--- src/rtl/sim_ctrl.sv ---
// Bench-side run controller: staggered reset release, run watchdog, verdict, drain, finish.
// Optional heartbeat output enabled by defining SIM_CTRL_HEARTBEAT_EN.
module sim_ctrl #(
    parameter int MAX_CYCLES       = 10000,
    parameter int NUM_RST          = 2,
    parameter int RST_STAGGER      = 4,
    parameter int DRAIN_CYCLES     = 8,
    parameter int CNT_W            = 32,
    parameter int HEARTBEAT_PERIOD = 1000
) (
    input  logic               clk,
    input  logic               reset,
    input  logic               dut_done,
    input  logic               dut_fail,
    output logic [NUM_RST-1:0] rst_out,
    output logic               running,
    output logic [CNT_W-1:0]   cycle_count,
    output logic               pass,
    output logic               fail,
    output logic               timeout,
`ifdef SIM_CTRL_HEARTBEAT_EN
    output logic               heartbeat,
`endif
    output logic               finish
);

    localparam int HOLD_LEN = NUM_RST * RST_STAGGER;
    localparam int HW = $clog2(HOLD_LEN + 1);
    localparam int DW = $clog2(DRAIN_CYCLES + 1);

    typedef enum logic [1:0] {HOLD, RUN, DRAIN, FIN} state_e;

    state_e           state_q, state_d;
    logic [HW-1:0]    hold_cnt_q, hold_cnt_d;
    logic [DW-1:0]    drain_cnt_q, drain_cnt_d;
    logic [CNT_W-1:0] cnt_q, cnt_d;
    logic             pass_q, pass_d;
    logic             fail_q, fail_d;
    logic             to_q, to_d;
    logic             fin_q, fin_d;

`ifdef SIM_CTRL_HEARTBEAT_EN
    localparam int HBW = $clog2(HEARTBEAT_PERIOD + 1);
    // Tracks cycle_count modulo the heartbeat period
    logic [HBW-1:0] hb_q, hb_d;
`endif

    always_ff @(posedge clk) begin
        if (reset) begin
            state_q     <= HOLD;
            hold_cnt_q  <= '0;
            drain_cnt_q <= '0;
            cnt_q       <= '0;
            pass_q      <= 1'b0;
            fail_q      <= 1'b0;
            to_q        <= 1'b0;
            fin_q       <= 1'b0;
`ifdef SIM_CTRL_HEARTBEAT_EN
            hb_q        <= '0;
`endif
        end else begin
            state_q     <= state_d;
            hold_cnt_q  <= hold_cnt_d;
            drain_cnt_q <= drain_cnt_d;
            cnt_q       <= cnt_d;
            pass_q      <= pass_d;
            fail_q      <= fail_d;
            to_q        <= to_d;
            fin_q       <= fin_d;
`ifdef SIM_CTRL_HEARTBEAT_EN
            hb_q        <= hb_d;
`endif
        end
    end

    always_comb begin
        state_d     = state_q;
        hold_cnt_d  = hold_cnt_q;
        drain_cnt_d = drain_cnt_q;
        cnt_d       = cnt_q;
        pass_d      = pass_q;
        fail_d      = fail_q;
        to_d        = to_q;
        fin_d       = 1'b0;
`ifdef SIM_CTRL_HEARTBEAT_EN
        hb_d        = hb_q;
`endif
        unique case (state_q)
            HOLD: begin
`ifdef SIM_CTRL_HEARTBEAT_EN
                hb_d = '0;
`endif
                if (hold_cnt_q == HW'(HOLD_LEN)) state_d = RUN;
                else hold_cnt_d = hold_cnt_q + HW'(1);
            end
            RUN: begin
                if (dut_fail) begin
                    state_d = DRAIN;
                    fail_d  = 1'b1;
                end else if (dut_done) begin
                    state_d = DRAIN;
                    pass_d  = 1'b1;
                end else if (cnt_q == CNT_W'(MAX_CYCLES - 1)) begin
                    state_d = DRAIN;
                    to_d    = 1'b1;
                    fail_d  = 1'b1;
                end else begin
                    if (cnt_q != '1) cnt_d = cnt_q + CNT_W'(1);
`ifdef SIM_CTRL_HEARTBEAT_EN
                    if (hb_q == HBW'(HEARTBEAT_PERIOD - 1)) hb_d = '0;
                    else hb_d = hb_q + HBW'(1);
`endif
                end
            end
            DRAIN: begin
                if (drain_cnt_q == DW'(DRAIN_CYCLES - 1)) begin
                    state_d = FIN;
                    fin_d   = 1'b1;
                end else begin
                    drain_cnt_d = drain_cnt_q + DW'(1);
                end
            end
            FIN: ;
        endcase
    end

    always_comb begin
        for (int i = 0; i < NUM_RST; i++) begin
            rst_out[i] = (state_q == HOLD) &&
                         (int'(hold_cnt_q) < (i + 1) * RST_STAGGER);
        end
        running     = (state_q == RUN);
        cycle_count = cnt_q;
        pass        = pass_q;
        fail        = fail_q;
        timeout     = to_q;
        finish      = fin_q;
`ifdef SIM_CTRL_HEARTBEAT_EN
        heartbeat   = (state_q == RUN) && (hb_q == '0) && (cnt_q != '0);
`endif
    end

endmodule

--- config.mk ---
export PLATFORM = sky130hd
export DESIGN_NAME = sim_ctrl
export DESIGN_NICKNAME = d
export VERILOG_FILES = /design/src/rtl/sim_ctrl.sv
export SDC_FILE = /design/constraint.sdc
export NUM_CORES = 1
export LEC_CHECK = 0
export ABC_AREA = 1
export ABC_CLOCK_PERIOD_IN_PS = 1800
export CELL_PAD_IN_SITES_DETAIL_PLACEMENT = 1
export CELL_PAD_IN_SITES_GLOBAL_PLACEMENT = 2
export CORE_MARGIN = 3
export CORE_UTILIZATION = 27
export DETAILED_ROUTE_END_ITERATION = 8
export PLACE_DENSITY_LB_ADDON = 0.1
export SYNTH_ARGS = -nofsm -noshare
export SYNTH_HDL_FRONTEND = slang
export SYNTH_SLANG_ARGS = --single-unit
--- constraint.sdc ---
create_clock -name clk -period 1.8 [get_ports clk]
set_input_delay 0.27 -clock clk [delete_from_list [all_inputs] [get_ports clk]]
set_output_delay 0.27 -clock clk [all_outputs]
set_load 0.02 [all_outputs]
Word-level counts from Yosys, hierarchy flattened
Index checks and enable logic that the tools add are counted.
{"block": "op_classes", "add_sub_neg": 3, "mul": 0, "div_mod_pow": 0, "n_lt_le_gt_ge": 2, "eq_ne": 10, "shift": 0, "muxes": 10, "n_bitwise": 6, "reduce_logical": 13}
{"operator": "$add A32 B1 Y32 const B", "n": 1}
{"operator": "$eq A32 B14 Y1 const B", "n": 1}
{"operator": "$ne A32 B32 Y1 const B", "n": 1}
{"operator": "$mux W2", "n": 5}
{"operator": "$add A4 B1 Y4 const B", "n": 2}
{"operator": "$reduce_and A4 Y1", "n": 2}
{"operator": "$not A1 Y1", "n": 6}
{"operator": "$pmux W2 S3", "n": 1}
{"operator": "$reduce_and A3 Y1", "n": 2}
{"operator": "$reduce_and A5 Y1", "n": 1}
{"operator": "$eq A4 B3 Y1 const B", "n": 1}
{"operator": "$eq A4 B4 Y1 const B", "n": 1}
{"operator": "$lt A4 B3 Y1 const B", "n": 1}
{"operator": "$lt A4 B4 Y1 const B", "n": 1}
{"operator": "$mux W1", "n": 4}
{"operator": "$ne A2 B2 Y1 const B", "n": 2}
{"operator": "$ne A4 B3 Y1 const B", "n": 1}
{"operator": "$reduce_and A2 Y1", "n": 2}
{"operator": "$reduce_bool A3 Y1", "n": 1}
{"operator": "$eq A2 B1 Y1 const B", "n": 1}
{"operator": "$eq A2 B2 Y1 const B", "n": 1}
{"operator": "$logic_and A1 B1 Y1", "n": 2}
{"operator": "$logic_not A2 Y1", "n": 1}
{"operator": "$ne A2 B1 Y1 const B", "n": 1}
{"operator": "other kinds (2)", "n": 2}
{"block": "totals", "register_bits": 46, "latchBits": 0, "ram_bits": 0, "romBits": 0, "out_inout_bits": 39, "word_cells": 52, "n_memories": 0}

Depth between registers and ports, before layout
{"block": "depth", "ltp_word": 5, "ltp_mapped": 12, "mapped_depth_nobuf": 11}

Worst setup path before layout
OpenSTA, ideal clock, no wires.
{"block": "synth_timing", "path_kind": "register to register", "start": "reg cnt_q[0], in the netlist cycle_count[0]", "end": "reg cnt_q[15], in the netlist cycle_count[15]", "setup_time_ns": 0.071, "arrival_ns": 1.774, "setup_slack_ns": -0.045, "stages_incl_launch_ff": 12, "period_less_slack_ns": 1.845, "cell_sequence": "dfxtp_1 -> ha_1 -> buf_2 -> inv_2 -> nor2_4 -> nand2_4 -> nor2_8 -> nand2_4 -> nand3_4 -> buf_12 -> nand2_1 -> a21oi_2"}
{"block": "synth_via", "elab_chain_cells": 3}
{"element": "from (decl)", "line_no": "36", "source": "logic [CNT_W-1:0] cnt_q, cnt_d;"}
{"element": "from (signal assigned)", "line_no": "65", "source": "cnt_q <= cnt_d;"}
{"element": "branches (longest 3 deep; another with $add A32 B1 Y32)"}
Parallel ways; which one is timed is not known.
A chain may end at the register's enable or synchronous reset.

Worst setup path in the final report
{"block": "layout_timing", "start": "reg cnt_q[7], in the netlist cycle_count[7]", "end": "out cycle_count[7]"}
{"element": "to (decl)", "line_no": "17", "source": "output logic [CNT_W-1:0] cycle_count,"}
No word-level cell between the ends.

==> reports/summary.log <==
[layout] number of antenna cells inserted 0
[drt] detailed-router iteration count before antenna repair 4
[logic_synthesis] fraction of synthesized cell area taken by the top area cell type 0.284
[setup_path] Crit path buffers/inverters 2
[layout] Finished Layout Cells 741
[placed_design] RD Place Congestion 0.801
[placed_design] port buffer count 42
[logic_synthesis] post-synth top area cell sky130_fd_sc_hd__dfxtp_1
[logic_synthesis] Post-Synthesis Cells 512
[layout] nets@finish 609
[setup_path] critical-path maximum fanout 5
[placed_design] number of cells after detailed placement 729
[placed_design] Area after DPL 0.00411 mm2
[floorplanning] die boundary height 116 um
[drt] count of unresolved DRC violations after routing 0
[logic_synthesis] count of yosys warnings during synthesis 0
[logic_synthesis] number of flip-flops and latches in the synthesized netlist 46
[timing] maximum operating frequency 0.573 GHz
[setup_path] startpoint class of the critical path flop
[flow_run] number of maximum-capacitance constraint violations 0
[cts] clk buf depth 2
[setup_path] Worst path top cell family by delay buffers and inverters
[drt] post-detailed-route wirelength per cell 15.9 um
[drt] count of antenna-violating nets left after detailed routing 0
[setup_path] Worst Setup Path Type flop to output port
[min_path] class of the tightest hold or removal check input pin to flop
[drt] First DRT Iteration DRCs 170
[setup_path] worst setup path startpoint cycle_count[7]
[setup_path] CP Data Required Time 1.53 ns
[drt] routed wire length 11800 um
[setup_path] crit-path max cell delay 0.59 ns
[layout] P&R area growth vs syn 36.8%
[layout] summed area of non-filler cells in the final layout 0.00444 mm2
[global_routing] GR Util All Layers 0.184
[layout] share of post-route cells with drive strength above 1 0.258
[timing] Max-Slew Margin vs Limit 0.687
[logic_synthesis] Post-Syn Area 0.00325 mm2
[floorplanning] total die area 0.0134 mm2
[floorplanning] horizontal die dimension 116 um
[cts] clock input transition at the sequential cells of the worst setup and hold paths 0.07 ns
[drt] via total after detailed routing 3467
[cts] CTS tree yes
[timing] Post-Route Skew 0.00483 ns
[placed_design] final HPWL from detailed placement 8950 um
[power] maximum ir drop on the vdd rail 283 uV
[global_routing] first-pass GRT wire length 19200 um
[timing] pins over their slew limit 0
[timing] actual transition at the worst max-transition pin 0.470 ns
[cts] Clk Latency, worst-skew pair 0.30 ns
[timing] Post-Route Hold Slack 0.393 ns
[logic_synthesis] cell types with the largest area share after synthesis sky130_fd_sc_hd__dfxtp_1, sky130_fd_sc_hd__nand2_1, sky130_fd_sc_hd__nor2_1, sky130_fd_sc_hd__nand3_1, sky130_fd_sc_hd__a21oi_2
[layout] most common cell after layout, fill and taps aside sky130_fd_sc_hd__nand2_1
[logic_synthesis] post-synthesis net count 524
[logic_synthesis] share of synthesized area occupied by flip-flops and latches 0.284
[global_routing] initial antenna violation count 0
[timing] Setup violations, final 0
[setup_path] R2R Path Start cycle_count[7]
[floorplanning] Site Rows 39
[floorplanning] initial standard-cell utilization of the core 0.281
[min_path] worst hold start reset
[logic_synthesis] number of distinct standard cells referenced by the synthesized netlist 26
[timing] minimum clock period 1.74 ns
[cts] number of clock buffers inserted by TritonCTS 5
[setup_path] series of cell instances along the critical path buf_4, clkdlybuf4s50_1
[power] pwr/cell area 600 mW/mm2
[floorplanning] area inside the core boundary 0.0116 mm2
[logic_synthesis] mean instance size in the synthesized netlist 6.34 um2
[timing] Final Hold Violating Endpoints 0
[setup_path] crit path DAT 1.47 ns
[global_routing] via count of the first global-routing pass 3635
[global_routing] total congestion overflow after global routing 0
[drt] vias per std cell 4.68
[status] run status complete, no violations
[global_routing] maximum number of pins on one net before global-route repair 26
[cts] H-tree depth 2
[floorplanning] I/O pin count 43
[setup_path] slowest CP cell sky130_fd_sc_hd__clkdlybuf4s50_1
[cts] Clock Sinks 46
[layout] leading cell types in the layout, fill and taps excluded sky130_fd_sc_hd__nand2_1, sky130_fd_sc_hd__nor2_1, sky130_fd_sc_hd__nand3_1
[cts] clock root buffer master sky130_fd_sc_hd__clkbuf_16
[setup_path] CP Capture Type output port
[power] Lkg Pwr 1.58 nW
[timing] period utilisation layout 0.969
==> sequential cells by signal, summed over array words and instances, names as in the netlist <==
register and cells:
cycle_count 32, drain_cnt_q 4, fail 1, finish 1, hold_cnt_q 4, pass 1
state_q 2, timeout 1
==> Yosys cell counts <==
library cell / count
sky130_fd_sc_hd__buf_2: 6
sky130_fd_sc_hd__a21oi_2: 30
sky130_fd_sc_hd__nand2_4: 2
sky130_fd_sc_hd__clkbuf_1: 5
sky130_fd_sc_hd__nor2_4: 5
sky130_fd_sc_hd__o21a_1: 1
sky130_fd_sc_hd__a211oi_1: 1
sky130_fd_sc_hd__inv_2: 1
sky130_fd_sc_hd__a21oi_1: 12
sky130_fd_sc_hd__dfxtp_1: 46
sky130_fd_sc_hd__nand3_1: 55
sky130_fd_sc_hd__ha_1: 8
sky130_fd_sc_hd__nor3b_1: 1
sky130_fd_sc_hd__nand2_1: 155
sky130_fd_sc_hd__nand3_4: 1
sky130_fd_sc_hd__xnor2_1: 1
sky130_fd_sc_hd__nand4_1: 1
sky130_fd_sc_hd__nor2_1: 81
sky130_fd_sc_hd__nor2_8: 1
sky130_fd_sc_hd__o21ai_0: 11
sky130_fd_sc_hd__inv_1: 52
sky130_fd_sc_hd__nor3_1: 3
sky130_fd_sc_hd__buf_12: 3
sky130_fd_sc_hd__nor2_2: 2
sky130_fd_sc_hd__nand2_2: 19
sky130_fd_sc_hd__xor2_1: 9
==> layout make-up <==
cell class	count	area, um2
repair buffers	92	862
clock buffers	5	125
well taps	143	179
flip-flops and latches	46	946
fillers	1479	7120
multi-input cells	399	2080
inverters	53	201
clock inverters	3	45.0
==> repair_timing <==
item / in CTS / in global routing
setup endpoints to repair: 32 / 38
gates resized for setup: 12 / 33
hold buffers: 0 / 0
pin swaps: 0 / 5
hold endpoints to repair: 0 / 0
buffers inserted: 1 / 1
gates cloned: 2 / 0
==> metal layers <==
metal | part of all wire | vias to the layer above | routed length, um | GRT usage
met2 | 0.48 | 37 | 5660 | 0.312
met5 | 0 | - | 0 | 0
met3 | 0.021 | 8 | 251 | 0.0219
li1 | - | 1776 | - | -
met4 | 0.0095 | 0 | 112 | 0.0363
met1 | 0.49 | 1646 | 5780 | 0.255
==> where the power goes <==
group	switching, mW	internal, mW
Clock	0.454	0.656
Sequential	0.0292	1.06
Combinational	0.284	0.185
==> through the flow <==
step | setup WS (ns) | total power, mW | setup TNS (ns) | utilization
final | 0.0554 | 2.66 | 0 | 0.384
after global routing | -0.00415 | 2.80 | -0.00415 | 0.384
after CTS | 0.00261 | 2.68 | 0 | 0.378
after detailed placement | 0.0291 | 1.53 | 0 | 0.355
after global placement | 0.0681 | 1.52 | 0 | 0.355
after floorplan | 0.0309 | 1.38 | 0 | -
==> worst reg2reg max path, cell delays in order (launching register included) <==
cell and delay [ns]:
sky130_fd_sc_hd__dfxtp_1 0.43, sky130_fd_sc_hd__nand2_1 0.14, sky130_fd_sc_hd__nor2_4 0.17, sky130_fd_sc_hd__nand2_4 0.11, sky130_fd_sc_hd__nor2_8 0.16, sky130_fd_sc_hd__nand2_4 0.07
sky130_fd_sc_hd__nand3_4 0.10, sky130_fd_sc_hd__buf_12 0.19, sky130_fd_sc_hd__nand2_1 0.07, sky130_fd_sc_hd__a21oi_1 0.16
==> final timing paths <==
kind                            cells after the start               to  slack (ns)
worst min-delay path                                3  cycle_count[27]        0.39
worst max register to register                      9   cycle_count[0]        0.11
worst max-delay path                                2   cycle_count[7]        0.06
worst min register to register                      2          timeout        0.48
==> cell families after synthesis <==
| family | after synthesis | share of synthesized area |
|---|---|---|
| and+or+nand+nor | 326 | 0.443 |
| adders and majority gates | 8 | 0.0308 |
| xor gates and xnor gates | 10 | 0.0270 |
| buffers and inverters | 67 | 0.0948 |
| AOI/OAI and AO/OA | 55 | 0.121 |
| DFF | 46 | 0.284 |
Note: power is estimated with default switching activity, not from simulation.
